## src/rtl/pipe_pkg.sv

```systemverilog
// rtl/pipe_pkg.sv - shared stage record, advance commands and helpers for the destination pipe
package pipe_pkg;

    localparam int PIPE_DATA_W = 32;
    localparam int PIPE_REG_W  = 5;

    typedef struct packed {
        logic                   valid;
        logic [PIPE_REG_W-1:0]  rd;
        logic                   is_load;
        logic [PIPE_DATA_W-1:0] data;
    } stage_t;

    localparam stage_t BUBBLE = '0;

    typedef enum logic [1:0] {
        ADV       = 2'd0,
        HOLD      = 2'd1,
        BUBBLE_IN = 2'd2
    } adv_t;

    // An invalid slot is always stored as an all-zero bubble so rd/data read as 0.
    function automatic stage_t make_stage(
        input logic                   valid,
        input logic [PIPE_REG_W-1:0]  rd,
        input logic                   is_load,
        input logic [PIPE_DATA_W-1:0] data
    );
        stage_t s;
        s = BUBBLE;
        if (valid) begin
            s.valid   = 1'b1;
            s.rd      = rd;
            s.is_load = is_load;
            s.data    = data;
        end
        return s;
    endfunction

endpackage

```

## src/rtl/pipe_stage_reg.sv

```systemverilog
// rtl/pipe_stage_reg.sv - one pipeline stage record with advance/hold/bubble control
module pipe_stage_reg
    import pipe_pkg::*;
(
    input  logic   clk,
    input  logic   reset,
    input  adv_t   cmd,
    input  stage_t d,
    output stage_t q
);

    stage_t stage_q;
    stage_t stage_d;

    always_comb begin
        stage_d = stage_q;
        case (cmd)
            ADV:       stage_d = d;
            HOLD:      stage_d = stage_q;
            BUBBLE_IN: stage_d = BUBBLE;
            default:   stage_d = BUBBLE;
        endcase
    end

    always_ff @(posedge clk or posedge reset) begin
        if (reset) begin
            stage_q <= BUBBLE;
        end else begin
            stage_q <= stage_d;
        end
    end

    assign q = stage_q;

endmodule

```

## src/rtl/dest_pipe_tracker.sv

```systemverilog
// rtl/dest_pipe_tracker.sv - carries issued destinations through E/M/W, applies
// memory freeze / load-use stall / flush, and keeps saturating perf counters
module dest_pipe_tracker
    import pipe_pkg::*;
#(
    parameter int DATA_W = PIPE_DATA_W,
    parameter int REG_W  = PIPE_REG_W,
    parameter int CNT_W  = 32
) (
    input  logic              clk,
    input  logic              reset,
    input  logic              D_valid,
    input  logic [REG_W-1:0]  D_rd,
    input  logic              D_is_load,
    output logic              D_ready,
    input  logic              stall,
    input  logic              flush,
    input  logic [DATA_W-1:0] E_result,
    input  logic [DATA_W-1:0] mem_rdata,
    input  logic              mem_ready,
    output logic [REG_W-1:0]  E_rd,
    output logic              E_is_load,
    output logic [DATA_W-1:0] E_out,
    output logic [REG_W-1:0]  M_rd,
    output logic [DATA_W-1:0] M_out,
    output logic              mem_stall,
    output logic              W_we,
    output logic [REG_W-1:0]  W_rd,
    output logic [DATA_W-1:0] W_data,
    output logic [CNT_W-1:0]  retired,
    output logic [CNT_W-1:0]  stall_cyc,
    output logic [CNT_W-1:0]  mem_cyc
);

    stage_t e_q, m_q, w_q;
    stage_t e_d, m_d, w_d;
    adv_t   e_cmd, m_cmd, w_cmd;

    logic              mem_stall_c;
    logic              d_ready_c;
    logic              w_we_c;
    logic [DATA_W-1:0] m_out_c;
    logic              unused_w_is_load;

    logic [CNT_W-1:0] retired_q, retired_d;
    logic [CNT_W-1:0] stall_cyc_q, stall_cyc_d;
    logic [CNT_W-1:0] mem_cyc_q, mem_cyc_d;

    function automatic logic [CNT_W-1:0] sat_inc(input logic [CNT_W-1:0] cnt, input logic en);
        if (en && (cnt != {CNT_W{1'b1}})) begin
            return cnt + {{(CNT_W-1){1'b0}}, 1'b1};
        end
        return cnt;
    endfunction

    assign mem_stall_c = m_q.valid & m_q.is_load & ~mem_ready;

    // A load in M exposes the memory bus directly; consumers qualify it with mem_stall.
    assign m_out_c = (m_q.valid & m_q.is_load) ? mem_rdata : m_q.data;

    assign w_we_c = w_q.valid & (w_q.rd != '0);

    // Priority: memory freeze, then load-use stall, then flush, then normal issue.
    always_comb begin
        e_cmd     = ADV;
        m_cmd     = ADV;
        w_cmd     = ADV;
        d_ready_c = 1'b1;
        if (mem_stall_c) begin
            e_cmd     = HOLD;
            m_cmd     = HOLD;
            w_cmd     = BUBBLE_IN;
            d_ready_c = 1'b0;
        end else if (stall) begin
            e_cmd     = BUBBLE_IN;
            d_ready_c = 1'b0;
        end else if (flush) begin
            e_cmd = BUBBLE_IN;
        end
    end

    always_comb begin
        e_d = make_stage(D_valid, D_rd, D_is_load, '0);
        m_d = make_stage(e_q.valid, e_q.rd, e_q.is_load, E_result);
        w_d = make_stage(m_q.valid, m_q.rd, m_q.is_load, m_out_c);
    end

    pipe_stage_reg u_e_stage (
        .clk   (clk),
        .reset (reset),
        .cmd   (e_cmd),
        .d     (e_d),
        .q     (e_q)
    );

    pipe_stage_reg u_m_stage (
        .clk   (clk),
        .reset (reset),
        .cmd   (m_cmd),
        .d     (m_d),
        .q     (m_q)
    );

    pipe_stage_reg u_w_stage (
        .clk   (clk),
        .reset (reset),
        .cmd   (w_cmd),
        .d     (w_d),
        .q     (w_q)
    );

    always_comb begin
        retired_d   = sat_inc(retired_q, w_we_c);
        stall_cyc_d = sat_inc(stall_cyc_q, stall & ~mem_stall_c);
        mem_cyc_d   = sat_inc(mem_cyc_q, mem_stall_c);
    end

    always_ff @(posedge clk or posedge reset) begin
        if (reset) begin
            retired_q   <= '0;
            stall_cyc_q <= '0;
            mem_cyc_q   <= '0;
        end else begin
            retired_q   <= retired_d;
            stall_cyc_q <= stall_cyc_d;
            mem_cyc_q   <= mem_cyc_d;
        end
    end

    // The load flag is already resolved into W data by the time a record reaches W.
    assign unused_w_is_load = w_q.is_load;

    assign D_ready   = d_ready_c;
    assign E_rd      = e_q.valid ? e_q.rd : '0;
    assign E_is_load = e_q.valid & e_q.is_load;
    assign E_out     = e_q.valid ? E_result : e_q.data;
    assign M_rd      = m_q.valid ? m_q.rd : '0;
    assign M_out     = m_out_c;
    assign mem_stall = mem_stall_c;
    assign W_we      = w_we_c;
    assign W_rd      = w_q.rd;
    assign W_data    = w_q.data;
    assign retired   = retired_q;
    assign stall_cyc = stall_cyc_q;
    assign mem_cyc   = mem_cyc_q;

endmodule
```

## config.mk

```make
export PLATFORM = sky130hd
export DESIGN_NAME = dest_pipe_tracker
export DESIGN_NICKNAME = d
export VERILOG_FILES = /design/src/rtl/pipe_pkg.sv /design/src/rtl/pipe_stage_reg.sv /design/src/rtl/dest_pipe_tracker.sv
export SDC_FILE = /design/constraint.sdc
export NUM_CORES = 1
export LEC_CHECK = 0
export CORE_MARGIN = 2
export CORE_UTILIZATION = 47
export CTS_CLUSTER_SIZE = 16
export DETAILED_ROUTE_END_ITERATION = 10
export MAX_ROUTING_LAYER = met4
export PLACE_DENSITY = 0.82
export SYNTH_ARGS = -nofsm -noshare
export SYNTH_HDL_FRONTEND = slang
export SYNTH_HIERARCHICAL = 1
export SYNTH_SLANG_ARGS = --single-unit
```

## constraint.sdc

```tcl
create_clock -name clk -period 5 [get_ports clk]
set_input_delay 1 -clock clk [delete_from_list [all_inputs] [get_ports clk]]
set_output_delay 1 -clock clk [all_outputs]
set_load 0.05 [all_outputs]
```

==> results of run 1 <==
-- layout make-up --
| type | count | share of cell area |
|---|---|---|
| Multi-Input combinational cell | 731 | 0.355 |
| Clock inverter | 11 | 0.00982 |
| Clock buffer | 31 | 0.0454 |
| Inverter | 9 | 0.00239 |
| Tap cell | 285 | 0.0243 |
| Timing Repair Buffer | 296 | 0.201 |
| Sequential cell | 212 | 0.362 |
-- state kept, by name, indices dropped and copies added (netlist names) --
signal	flops
mem_cyc	32
u_w_stage/q	38
retired	32
u_m_stage/q	39
stall_cyc	32
u_e_stage/q	39
-- final timing paths --
path                                             startpoint                          end  slack, ns  depth (start not counted)
worst min-delay path                retired[28]$_DFFE_PP0P_      retired[28]$_DFFE_PP0P_       0.49                          1
worst max-delay path            u_e_stage/q[38]$_DFFE_PP0P_                     E_out[3]       1.17                          2
max in group asynchronous                             reset      retired[22]$_DFFE_PP0P_       2.86                          3
worst max register to register  u_m_stage/q[38]$_DFFE_PP0P_  u_m_stage/q[14]$_DFFE_PP0P_       1.89                          6
min in group asynchronous                             reset  u_e_stage/q[21]$_DFFE_PP0P_       0.99                          2
worst min register to register      retired[28]$_DFFE_PP0P_      retired[28]$_DFFE_PP0P_       0.49                          1
-- report_power, final --
group | total, uW | switching [uW] | internal, uW
logic | 530 | 326 | 204
registers | 1820 | 58.4 | 1760
clock network | 1800 | 704 | 1090
total | 4140 | 1090 | 3060
-- cell usage in the layout (no fill, tap or decap), types with 3 or more instances in the layout --
| master | n |
|---|---|
| and2_1 | 83 |
| nand3_1 | 44 |
| clkbuf_16 | 23 |
| nor4_4 | 4 |
| nor4_1 | 4 |
| nor3_1 | 10 |
| nand4_1 | 38 |
| nor2_1 | 138 |
| mux2i_1 | 116 |
| and4_1 | 10 |
| inv_1 | 6 |
| dfrtp_1 | 211 |
| xnor2_1 | 73 |
| and3_1 | 18 |
| xor2_1 | 19 |
| ha_1 | 3 |
| nor3b_1 | 3 |
| clkinv_2 | 5 |
| clkdlybuf4s50_1 | 286 |
| buf_4 | 10 |
| mux2_2 | 67 |
| clkbuf_8 | 6 |
| conb_1 | 36 |
| nand2_1 | 37 |
| bufinv_16 | 3 |
-- routing by layer --
layer | vias up | part of all wire | wire, um
met2 | 268 | 0.48 | 13600
met5 | - | 0 | 0
met4 | 0 | 0.030 | 842
met3 | 52 | 0.057 | 1620
li1 | 3910 | - | -
met1 | 4060 | 0.44 | 12500
-- through the flow --
| stage | instance area [um2] | hold slack (ns) | util |
|---|---|---|---|
| 2_1_floorplan | 11000 | 0.481 | - |
| 3_3_place_gp | 13800 | 0.482 | 0.611 |
| 3_5_place_dp | 13800 | 0.490 | 0.611 |
| 4_1_cts | 14700 | 0.498 | 0.647 |
| 5_1_grt | 14700 | 0.502 | 0.647 |
| 6_report | 14700 | 0.493 | 0.647 |
==> flow_summary.toml, run 1 <==
[pwr]
p_leak_uw = 0.00643
total_power_uw = 4140
vdd_drop_max_uv = 223
powerDensity_mw_per_mm2 = 283

[sta]
maxSlewViolCount = 0
period_needed_ns = 3.83
hold_violations = 0
rsz0062_at_grt = "false"
fmaxAchievable_mhz = 261
period_share = 0.766
final.setup.tns_ns = 0
layout_setup_ws_ns = 1.17
setup_viol = 0
relSlewSlack = 0.224
worst_pin_slew_ns = 1.16
skew_ns = 0.0172

[grt]
grt_use_met2 = 0.377
grt_usage = 0.238
grt_max_degree = 73
met1_usage = 0.319
use_met3 = 0.0339
grt_busiest_layer = "met2"
grt_pass1_wl_um = 45200
antenna_found_initial = 0
grt_pass1_vias = 8191
overflow = 0

[floorplan]
core-area_mm2 = 0.0226
start_util = 0.480
rows = 55
dieArea_mm2 = 0.0243
ios = 287
die_w_um = 156
fp.dieH_um = 156

[critical_path]
critPathMaxStageDelay_ns = 1.13
cp-start-kind = "register"
slowest_stage = "dfrtp_2"
required_ns = 4.00
cp_top_family = "flip-flops"
cp_max_fo = 72
crit_chain = "mux2_2 -> clkdlybuf4s50_1"
crit_buf_inv = 1
cp.arrival_ns = 2.83
end_kind = "primary output"
crit_type = "reg -> out"

[cts]
post_cts_buffers = 0
cts_max_path_buffers = 3
post_cts_resized = 0
cts.sinks = 212
clkTransAtPathRegs_ns = 0.06
worstSkewPairLatency_ns = 0.52
cts_inserted_buffers = 23
cts_tree = "done"
holdBufCountCts = 0
cts.root.buffer_cell = "clkbuf_16"
htree_levels = 1

[route]
wl_per_cell_um = 18.1
first_iter_violations = 445
drt_pass1_iterations = 5
drtAntennaViolNets = 0
wl_um = 28500
drc = 0
avgViaCountPerCell = 5.26
num_vias = 8290

[placement]
dp_cells = 1533
gp_congestion = 0.923
post-dp-hpwl_um = 21000
portBuffers = 286
place_ws_ns = 1.14

[final_layout]
multi_input_area_mm2 = 0.00521
n_antenna_cell = 0
seq_area_mm2 = 0.00531
final_cells = 1575
fin_nets = 1352
drive_gt1_frac = 0.108
n_fill_cell = 1729
area_growth_pct = 34.9

[hold_path]
hold_class = "reg -> reg"

[synthesis]
synth_area_mm2 = 0.0109
postSynthCellCount = 979
syn_avg_cell_area_um2 = 11.1
synth_warnings = 6

[outcome]
status = "complete, no violations"

[job]
maxCapViolCount = 0
Power figures use the tool's default switching activity.
==> run 2, diff against run 1 <==
--- a/config.mk
+++ b/config.mk
@@ -6,7 +6,7 @@
 export NUM_CORES = 1
 export LEC_CHECK = 0
 export CORE_MARGIN = 2
-export CORE_UTILIZATION = 47
+export CORE_UTILIZATION = 45
 export CTS_CLUSTER_SIZE = 16
 export DETAILED_ROUTE_END_ITERATION = 10
 export MAX_ROUTING_LAYER = met4
==> constraint.sdc (replaced) <==
create_clock -name clk -period 3.4 [get_ports clk]
set_input_delay 0.68 -clock clk [delete_from_list [all_inputs] [get_ports clk]]
set_output_delay 0.68 -clock clk [all_outputs]
set_load 0.05 [all_outputs]
==> run 2 against run 1 <==
Net effect: global-route usage fell by 1.1 points; clock power rose by 54%; via count fell by 0.16%; wire length barely moved; clock skew fell by 0.0029 ns; largest cell class unchanged; highest routed layer unchanged.
==> flow_summary.toml, run 2 (same netlist as run 1, synthesis figures left out) <==
[final_layout]
layout_common_cells = "clkdlybuf4s50_1 (251), dfrtp_1 (211), nor2_1 (138)"
design_area_mm2 = 0.0147
area_growth_pct = 35.7
final_common_cell = "clkdlybuf4s50_1"
drive_gt1_frac = 0.135
fin_nets = 1356

[grt]
overflow = 0
grt_max_degree = 66
grt_usage = 0.227
grt_pass1_wl_um = 45600
grt_pass1_vias = 8194
antenna_found_initial = 1

[sta]
holdWs_ns = 0.493
period_needed_ns = 3.13
setup_viol = 0
worst_pin_slew_ns = 0.982
maxSlewViolCount = 0
hold_violations = 0
final.setup.tns_ns = 0
fmaxAchievable_mhz = 320
period_share = 0.920
relSlewSlack = 0.345
rsz0062_at_grt = "false"
skew_ns = 0.0143

[placement]
placed_area_mm2 = 0.0139
portBuffers = 286
post-dp-hpwl_um = 21100
gp_congestion = 0.875

[critical_path]
crit_chain = "buf_12 -> mux2_2 -> clkdlybuf4s50_1"
cp.arrival_ns = 2.45
r2r_slack_ns = 0.94
required_ns = 2.72
r2r_cells = 5
critPathMaxStageDelay_ns = 0.74
cp_top_family = "buffers and inverters"
crit_buf_inv = 2
r2r-end = "stall_cyc[1]$_DFFE_PP0P_"
crit_type = "reg -> out"
cp_max_fo = 51
end_kind = "primary output"
slowest_stage = "clkdlybuf4s50_1"
cp-start-kind = "register"
timing.rr.start = "u_m_stage/q[38]$_DFFE_PP0P_"

[cts]
clkTransAtPathRegs_ns = 0.06
cts_tree = "done"
htree_levels = 1
holdBufCountCts = 0
cts.sinks = 212
post_cts_buffers = 0
worstSkewPairLatency_ns = 0.51
cts_max_path_buffers = 3
cts.root.buffer_cell = "clkbuf_16"
cts_inserted_buffers = 23

[route]
drc = 0
wl_per_cell_um = 17.7
avgViaCountPerCell = 5.13
first_iter_violations = 475
drt_pass1_iterations = 4
wl_um = 28500
num_vias = 8277
drtAntennaViolNets = 0

[floorplan]
die_w_um = 159
start_util = 0.460
ios = 287
core-area_mm2 = 0.0236
dieArea_mm2 = 0.0254
rows = 56
fp.dieH_um = 159

[hold_path]
hold_path_depth = 1
hp-start = "retired[19]$_DFFE_PP0P_"
hold_class = "reg -> reg"
min_to = "retired[19]$_DFFE_PP0P_"

[job]
maxCapViolCount = 0

[pwr]
powerDensity_mw_per_mm2 = 421
p_leak_uw = 0.00658
vdd_drop_max_uv = 430

[outcome]
status = "complete, no violations"
run 2: what timing repair did:
action | 4_1_cts | 5_1_grt
resized for setup | 0 | 1
endpoints found under the hold margin | 0 | 0
setup endpoints to repair | 0 | 1
run 2: worst reg2reg max path, delay by kind of cell (launching register included):
family                 cells  cell delay [ns]
multiplexers               1             0.33
AO/OA/AOI/OAI              2             0.77
AND/OR/NAND/NOR            1             0.35
flip-flops                 1             0.62
buffers and inverters      1             0.27
run 2: metrics by stage:
stage	power, uW	util	cells	worst slack (ns)
6_report	6200	0.624	1614	0.272
5_1_grt	6410	0.624	1614	0.191
4_1_cts	6260	0.624	1613	0.0566
3_5_place_dp	3480	0.588	1571	0.481
3_3_place_gp	3470	0.588	1571	0.514
2_1_floorplan	3180	-	1014	0.215
run 2: how the worst max path moves through the flow:
stage | slack, ns | cells after the start | start | to
6_report | 0.27 | 3 | u_e_stage/q[38]$_DFFE_PP0P_ | E_out[15]
5_1_grt | 0.19 | 3 | u_e_stage/q[38]$_DFFE_PP0P_ | E_out[7]
4_1_cts | 0.06 | 4 | u_w_stage/q[33]$_DFFE_PP0P_ | W_we
3_5_place_dp | 0.48 | 6 | mem_ready | stall_cyc[17]$_DFFE_PP0P_
3_3_place_gp | 0.51 | 6 | mem_ready | stall_cyc[23]$_DFFE_PP0P_
2_1_floorplan | 0.21 | 1 | reset | mem_cyc[0]$_DFFE_PP0P_
run 2: cell type report:
type	count	area, um2
Fill cell	1915	8880
Sequential cell	212	5310
Multi-Input combinational cell	731	5210
Timing Repair Buffer	300	2940
Clock buffer	33	673
Tap cell	319	399
Clock inverter	9	178
Inverter	9	35.0
Antenna cell	1	2.50
run 2: metal layers:
metal,track usage,share of wire,vias up,routed length [um]
li1,-,-,3910,-
met1,0.308,0.45,4053,12900
met2,0.358,0.47,259,13500
met3,0.0276,0.045,55,1280
met4,0.0682,0.031,0,898
met5,-,0,-,0
run 2: power breakdown:
group          switching, uW  internal [uW]  total [uW]
sequential              85.6           2590        2670
clock                   1010           1760        2770
combinational            461            302         763
total                   1560           4650        6200
